`src/rtl/l1i_cache_pkg.sv`:
```
// Shared cache definitions: FSM state encoding and default geometry, kept
// separate so a data-side cache can reuse them.
package l1i_cache_pkg;
   typedef enum logic {
      CACHE_IDLE   = 1'b0,
      CACHE_REFILL = 1'b1
   } cache_state_t;

   localparam int DEFAULT_LINES          = 16;
   localparam int DEFAULT_WORDS_PER_LINE = 4;
   localparam int WORD_BITS              = 32;
endpackage

```
`src/rtl/cache_line_array.sv`:
```
// Valid/tag/data storage for a direct-mapped cache: combinational read by index,
// synchronous word/tag writes; no backpressure, writes always land at the edge.
module cache_line_array #(
   parameter int LINES          = 16,
   parameter int WORDS_PER_LINE = 4,
   parameter int TAG_W          = 24
) (
   input  logic                              clock,
   input  logic                              reset_n,
   input  logic [$clog2(LINES)-1:0]          rd_index,
   input  logic [$clog2(WORDS_PER_LINE)-1:0] rd_offset,
   output logic                              rd_valid,
   output logic [TAG_W-1:0]                  rd_tag,
   output logic [31:0]                       rd_word,
   input  logic                              wr_en,
   input  logic [$clog2(LINES)-1:0]          wr_index,
   input  logic [$clog2(WORDS_PER_LINE)-1:0] wr_offset,
   input  logic [31:0]                       wr_data,
   input  logic                              tag_wr_en,
   input  logic [TAG_W-1:0]                  tag_wr_tag,
   input  logic                              tag_wr_valid,
   input  logic                              clear_all
);
   logic [31:0]      data_mem [LINES][WORDS_PER_LINE];
   logic [TAG_W-1:0] tag_mem  [LINES];
   logic [LINES-1:0] valid;

   assign rd_valid = valid[rd_index];
   assign rd_tag   = tag_mem[rd_index];
   assign rd_word  = data_mem[rd_index][rd_offset];

   // Payload storage is deliberately left out of reset; valid bits gate it.
   always_ff @(posedge clock) begin
      if (wr_en)
         data_mem[wr_index][wr_offset] <= wr_data;
      if (tag_wr_en)
         tag_mem[wr_index] <= tag_wr_tag;
   end

   always_ff @(posedge clock) begin
      if (!reset_n) begin
         valid <= '0;
      end else begin
         if (clear_all)
            valid <= '0;
         if (tag_wr_en)
            valid[wr_index] <= tag_wr_valid;
      end
   end
endmodule

```
`src/rtl/l1i_cache.sv`:
```
// Direct-mapped read-only L1 instruction cache: zero-cycle hits, stalls fetch on
// a miss and refills one word per accepted memory cycle; honours mem_stall.
module l1i_cache
   import l1i_cache_pkg::*;
#(
   parameter int LINES          = DEFAULT_LINES,
   parameter int WORDS_PER_LINE = DEFAULT_WORDS_PER_LINE
) (
   input  logic        clock,
   input  logic        reset_n,
   input  logic [31:0] cpu_address,
   input  logic        cpu_read,
   input  logic        flush,
   output logic [31:0] cpu_data,
   output logic        cpu_stall,
   output logic [31:0] mem_address,
   input  logic [31:0] mem_data,
   input  logic        mem_stall
);
   localparam int OB    = $clog2(WORDS_PER_LINE);
   localparam int IB    = $clog2(LINES);
   localparam int TAG_W = WORD_BITS - OB - IB - 2;

   cache_state_t   state;
   logic [31:0]    line_base;
   logic [OB:0]    issue_cnt;
   logic [OB-1:0]  capture_cnt;
   logic           pending;
   logic           flush_pend;

   logic [OB-1:0]    cpu_offset;
   logic [IB-1:0]    cpu_index;
   logic [TAG_W-1:0] cpu_tag;
   logic [IB-1:0]    refill_index;
   logic [TAG_W-1:0] refill_tag;
   logic             unused_byte_bits;

   logic             rd_valid;
   logic [TAG_W-1:0] rd_tag;
   logic [31:0]      rd_word;

   logic hit, issue_ok, capture, last_capture, flush_eff, clear_all;

   assign cpu_offset       = cpu_address[OB+1:2];
   assign cpu_index        = cpu_address[OB+IB+1:OB+2];
   assign cpu_tag          = cpu_address[31:OB+IB+2];
   assign refill_index     = line_base[OB+IB+1:OB+2];
   assign refill_tag       = line_base[31:OB+IB+2];
   assign unused_byte_bits = &{1'b0, cpu_address[1:0]};

   assign hit          = cpu_read && rd_valid && (rd_tag == cpu_tag);
   assign issue_ok     = (state == CACHE_REFILL) && !mem_stall &&
                         (issue_cnt < (OB+1)'(WORDS_PER_LINE));
   assign capture      = (state == CACHE_REFILL) && pending;
   assign last_capture = capture && (capture_cnt == OB'(WORDS_PER_LINE - 1));
   // A flush seen at any point of the refill must leave the new line invalid.
   assign flush_eff    = flush_pend || flush;
   assign clear_all    = ((state == CACHE_IDLE) && flush) || (last_capture && flush_eff);

   always_comb begin
      cpu_data    = rd_word;
      cpu_stall   = 1'b1;
      mem_address = 32'h0;
      if (state == CACHE_REFILL)
         mem_address = line_base + {{(32-OB-3){1'b0}}, issue_cnt, 2'b00};
      else
         cpu_stall = cpu_read && !hit;
   end

   cache_line_array #(
      .LINES          (LINES),
      .WORDS_PER_LINE (WORDS_PER_LINE),
      .TAG_W          (TAG_W)
   ) u_array (
      .clock        (clock),
      .reset_n      (reset_n),
      .rd_index     (cpu_index),
      .rd_offset    (cpu_offset),
      .rd_valid     (rd_valid),
      .rd_tag       (rd_tag),
      .rd_word      (rd_word),
      .wr_en        (capture),
      .wr_index     (refill_index),
      .wr_offset    (capture_cnt),
      .wr_data      (mem_data),
      .tag_wr_en    (last_capture),
      .tag_wr_tag   (refill_tag),
      .tag_wr_valid (!flush_eff),
      .clear_all    (clear_all)
   );

   always_ff @(posedge clock) begin
      if (!reset_n) begin
         state       <= CACHE_IDLE;
         line_base   <= '0;
         issue_cnt   <= '0;
         capture_cnt <= '0;
         pending     <= 1'b0;
         flush_pend  <= 1'b0;
      end else begin
         case (state)
            CACHE_IDLE: begin
               if (cpu_read && !hit) begin
                  state       <= CACHE_REFILL;
                  line_base   <= {cpu_address[31:OB+2], {(OB+2){1'b0}}};
                  issue_cnt   <= '0;
                  capture_cnt <= '0;
                  pending     <= 1'b0;
                  flush_pend  <= 1'b0;
               end
            end
            CACHE_REFILL: begin
               pending <= issue_ok;
               if (issue_ok)
                  issue_cnt <= issue_cnt + 1'b1;
               if (capture)
                  capture_cnt <= capture_cnt + 1'b1;
               if (flush)
                  flush_pend <= 1'b1;
               if (last_capture) begin
                  state       <= CACHE_IDLE;
                  capture_cnt <= '0;
                  flush_pend  <= 1'b0;
               end
            end
            default: state <= CACHE_IDLE;
         endcase
      end
   end
endmodule

```
`config.mk`:
```
export PLATFORM = sky130hd
export DESIGN_NAME = l1i_cache
export DESIGN_NICKNAME = d
export VERILOG_FILES = /design/src/rtl/l1i_cache_pkg.sv /design/src/rtl/cache_line_array.sv /design/src/rtl/l1i_cache.sv
export SDC_FILE = /design/constraint.sdc
export NUM_CORES = 2
export LEC_CHECK = 0
export BUFFER_PORTS_ARGS = -buffer_cell sky130_fd_sc_hd__clkbuf_2
export CAP_MARGIN = 20
export CORE_ASPECT_RATIO = 0.6
export CORE_MARGIN = 2
export CORE_UTILIZATION = 40
export DETAILED_ROUTE_END_ITERATION = 10
export GPL_ROUTABILITY_DRIVEN = 1
export SYNTH_ARGS = -nofsm -noshare
export SYNTH_HDL_FRONTEND = slang
export SYNTH_SLANG_ARGS = --single-unit
```
`constraint.sdc`:
```
create_clock -name clock -period 6.18 [get_ports clock]
set_clock_uncertainty 0.15 [all_clocks]
set_input_delay 1.545 -clock clock [delete_from_list [all_inputs] [get_ports clock]]
set_output_delay 1.545 -clock clock [all_outputs]
set_load 0.02 [all_outputs]
```
==> results.cfg <==
[sta]
setup_viol_count_final = 0
slew_headroom = 0.250
final-hold-violation-count = 0
final_max_slew_viol_count = 0
min_period_ps = 6120
max_clock_freq_mhz = 164
final_min_period_over_clock_period = 0.990
timing_worst_slew_pin_value_ps = 1120
rsz0062_at_grt = true
tns_setup_ps = 0

[clocking]
clock_latency_ps = 860
postCtsSetupRepairBufs = 0
tritoncts = done
clock_buffers_created_by_tritoncts = 223
cts.root.buffer_cell = sky130_fd_sc_hd__clkbuf_16
htree_num_levels = 4
cts_max_path_buffers = 4
path_clk_slew_ps = 70
postCtsHoldBufs = 0
clock_sink_count = 2484

[yosys]
edff_count_synth = 2432
syn_avg_cell_area_um2 = 23.5
synth-main-ff-cell = sky130_fd_sc_hd__edfxtp_1
synth-async-reset-ratio = 0
synth_seq_cells = 2484
syn_inst = 4081
netlist_top_cells_area = sky130_fd_sc_hd__edfxtp_1 76%, sky130_fd_sc_hd__mux4_2 17%, sky130_fd_sc_hd__mux2i_1 1.2%
synth_top_cell_by_area = sky130_fd_sc_hd__edfxtp_1
post_synth_instance_area_um2 = 96100
synth.top_cell.area_share = 0.760
seq_area_frac_synth = 0.771
netlist-cell-type-count = 68
yosys_warnings = 0

[finish]
area.sequential_um2 = 74100
multi_input_area_um2 = 21400
areaGrowthSynthToFinish_pct = 14.3
finalNetCount = 4538
fraction_of_layout_cells_with_a_size_suffix_above_1 = 0.328
filler_cell_count = 19634

[setup_path]
critPathMostFrequentCell = sky130_fd_sc_hd__mux4_2
crit_path_max_fanout = 31
cp.arrival_ps = 4420
timing.rr.end = u_array.data_mem[11][104]$_DFFE_PP_
endpoint_class_of_the_critical_path = output port
crit-reg2reg-launch = state$_SDFF_PN0_
reg2reg_depth = 4
critPathLaunch = cpu_address[4]
r2r_slack_ps = 2400
cp_slowest_stage_delay_ps = 590
crit_path_top_delay_cell = sky130_fd_sc_hd__mux4_2
timing.setup.critical_path_class = input pin to output port
cp_cell_sequence = buf_8 > buf_12 > buf_12 > mux4_2 > mux4_2 > mux4_2 > clkbuf_2
cp.required_ps = 4490
worstSetupStartpointType = input pin

[global_route]
initial_antenna_violation_count = 16
vias_in_the_first_global_route = 44743
overflow = 0
first_pass_grt_wire_length_mm = 350
grt.total_usage = 0.204
grt_start_max_net_pins = 94

[flow_run]
maxCapViolCount = 0

[power_and_ir_drop]
max-vdd-ir-drop_uv = 298
netSwitchingFraction = 0.213
clock_power_share = 0.396
pwr_density_cell_nw_per_um2 = 306
power_internal_mw = 26.5
post-layout-total-power_mw = 33.6
p_seq_frac = 0.552
net-switching-power_mw = 7.17
power.static_leakage_nw = 34.2
power_frac_comb = 0.052

[floorplan]
die_width_um = 637
die_area_um2 = 244000
placeableCoreArea_um2 = 239000
number_of_rows_created_at_floorplan = 139
top_level_ports = 134
die_h_um = 384
initial_core_utilization = 0.402

[routing]
drt-vias-per-instance = 5.83
drt.antenna.violating_nets = 0
drt-total-wl_mm = 253
drt_iter0_markers = 5633
wl_per_cell_um = 32.3
drc_errors = 0
vias = 45579
drt-pass1-iter-count = 6

[worst_hold_path]
holdCritPathClass = flop to flop
min_path_cells = 1
holdPathEnd = u_array.valid[15]$_SDFF_PN0_
worstHoldStart = u_array.valid[15]$_SDFF_PN0_

[placement]
place.detailed.hpwl_mm = 144
io_buffers = 129
globalplace.congestion = 0.782

[run_status]
status = finished, final reports clean
-- synthesized netlist by cell type, types with 10 or more instances --
cell                       instances
sky130_fd_sc_hd__nand2_1         113
sky130_fd_sc_hd__nor2_1           81
sky130_fd_sc_hd__buf_1            31
sky130_fd_sc_hd__xor2_1           17
sky130_fd_sc_hd__nand4_1          11
sky130_fd_sc_hd__clkbuf_1         75
sky130_fd_sc_hd__mux2i_1         112
sky130_fd_sc_hd__xnor2_1          48
sky130_fd_sc_hd__buf_2            89
sky130_fd_sc_hd__o21ai_0          25
sky130_fd_sc_hd__mux4_2          724
sky130_fd_sc_hd__nor2b_1          11
sky130_fd_sc_hd__o21a_1           17
sky130_fd_sc_hd__a21oi_1          10
sky130_fd_sc_hd__mux2_2           26
sky130_fd_sc_hd__and2_1           32
sky130_fd_sc_hd__dfxtp_1          52
sky130_fd_sc_hd__buf_6            10
sky130_fd_sc_hd__buf_4            14
sky130_fd_sc_hd__nand3_1          27
sky130_fd_sc_hd__edfxtp_1       2432
-- worst max-delay path by stage --
| stage | endpoint | slack, ps |
|---|---|---|
| final | cpu_data[20] | 60 |
| after global routing | cpu_stall | -10 |
| after CTS | cpu_stall | 0.6 |
| after detailed placement | cpu_stall | -5 |
| after global placement | cpu_stall | -20 |
| after floorplan | cpu_data[10] | 180 |
-- logic make-up after synthesis --
logic type      Yosys count  share of synthesized area
compound gates          111                    0.00819
xor+xnor                 65                    0.00593
fa+ha+maj                 7                   0.000912
buf+inv                 232                     0.0122
flops                  2484                      0.771
mux                     871                      0.187
other cells               1                  0.0000390
simple gates            310                     0.0151
-- layer usage --
| layer | share of wire | wire length (um) | GRT usage | up-vias |
|---|---|---|---|---|
| met2 | 0.44 | 112000 | 0.298 | 2133 |
| met3 | 0.094 | 23900 | 0.0478 | 335 |
| met5 | 0.00034 | 85 | 0 | - |
| met1 | 0.44 | 111000 | 0.312 | 24938 |
| li1 | - | - | - | 18161 |
| met4 | 0.021 | 5320 | 0.0446 | 12 |
-- metrics by stage --
step	setup WS [ps]	cell area (um^2)	hold slack (ps)	utilization	cells
5_1_grt	-13.7	110000	333	0.460	7813
4_1_cts	0.617	109000	315	0.457	7781
3_3_place_gp	-21.8	102000	291	0.428	7373
3_5_place_dp	-5.45	102000	300	0.429	7382
6_report	64.2	110000	317	0.460	7817
2_1_floorplan	184	96100	285	-	4082
-- state kept, by name, indices dropped and copies added (netlist names) --
name              count
u_array.data_mem   2048
pending               1
state                 1
capture_cnt           2
u_array.tag_mem     384
u_array.valid        16
line_base            28
issue_cnt             3
flush_pend            1
-- area by class of cell --
type	count	share of cell area
inverter	9	0.000330
clock inverter	138	0.00942
multi-input combinational	1366	0.195
clock buffer	261	0.0525
sequential	2484	0.674
timing repair buffer	378	0.0326
antenna	9	0.000205
tap	3172	0.0361
-- power by group through the flow --
stage / sequential [mW] / clock, mW / combinational, mW
5_1_grt: 18.6 / 14.2 / 1.87
4_1_cts: 18.6 / 13.5 / 1.74
3_3_place_gp: 18.9 / 0 / 1.71
2_1_floorplan: 18.9 / 0 / 1.00
6_report: 18.6 / 13.3 / 1.76
3_5_place_dp: 18.9 / 0 / 1.73
-- cell usage in the layout, fill, tap and decap left out, types with 8 or more instances in the layout --
cell type / instances
sky130_fd_sc_hd__a21oi_1: 10
sky130_fd_sc_hd__and2_1: 32
sky130_fd_sc_hd__buf_12: 75
sky130_fd_sc_hd__buf_4: 169
sky130_fd_sc_hd__bufinv_16: 14
sky130_fd_sc_hd__clkbuf_1: 36
sky130_fd_sc_hd__clkbuf_16: 225
sky130_fd_sc_hd__clkbuf_2: 123
sky130_fd_sc_hd__clkinv_1: 56
sky130_fd_sc_hd__clkinv_2: 53
sky130_fd_sc_hd__clkinvlp_4: 9
sky130_fd_sc_hd__dfxtp_1: 52
sky130_fd_sc_hd__diode_2: 9
sky130_fd_sc_hd__edfxtp_1: 2432
sky130_fd_sc_hd__mux2_2: 26
sky130_fd_sc_hd__mux2i_1: 111
sky130_fd_sc_hd__mux4_1: 8
sky130_fd_sc_hd__mux4_2: 724
sky130_fd_sc_hd__nand2_1: 113
sky130_fd_sc_hd__nand3_1: 23
sky130_fd_sc_hd__nand4_1: 11
sky130_fd_sc_hd__nor2_1: 17
sky130_fd_sc_hd__nor2_4: 64
sky130_fd_sc_hd__nor2b_1: 9
sky130_fd_sc_hd__o21a_1: 17
sky130_fd_sc_hd__o21ai_0: 25
sky130_fd_sc_hd__xnor2_1: 48
sky130_fd_sc_hd__xor2_1: 17
-- what timing repair did --
| action | 4_1_cts | 5_1_grt |
|---|---|---|
| endpoints found under the setup margin | 1 | 5 |
| hold endpoints to repair | 0 | 0 |
| gates resized for setup | 1 | 14 |
-- worst max-delay path, delay by kind of cell --
kind | cells | cell delay [ps]
buffers and inverters | 4 | 1030
multiplexers | 3 | 1730
Power figures use the tool's default switching activity.
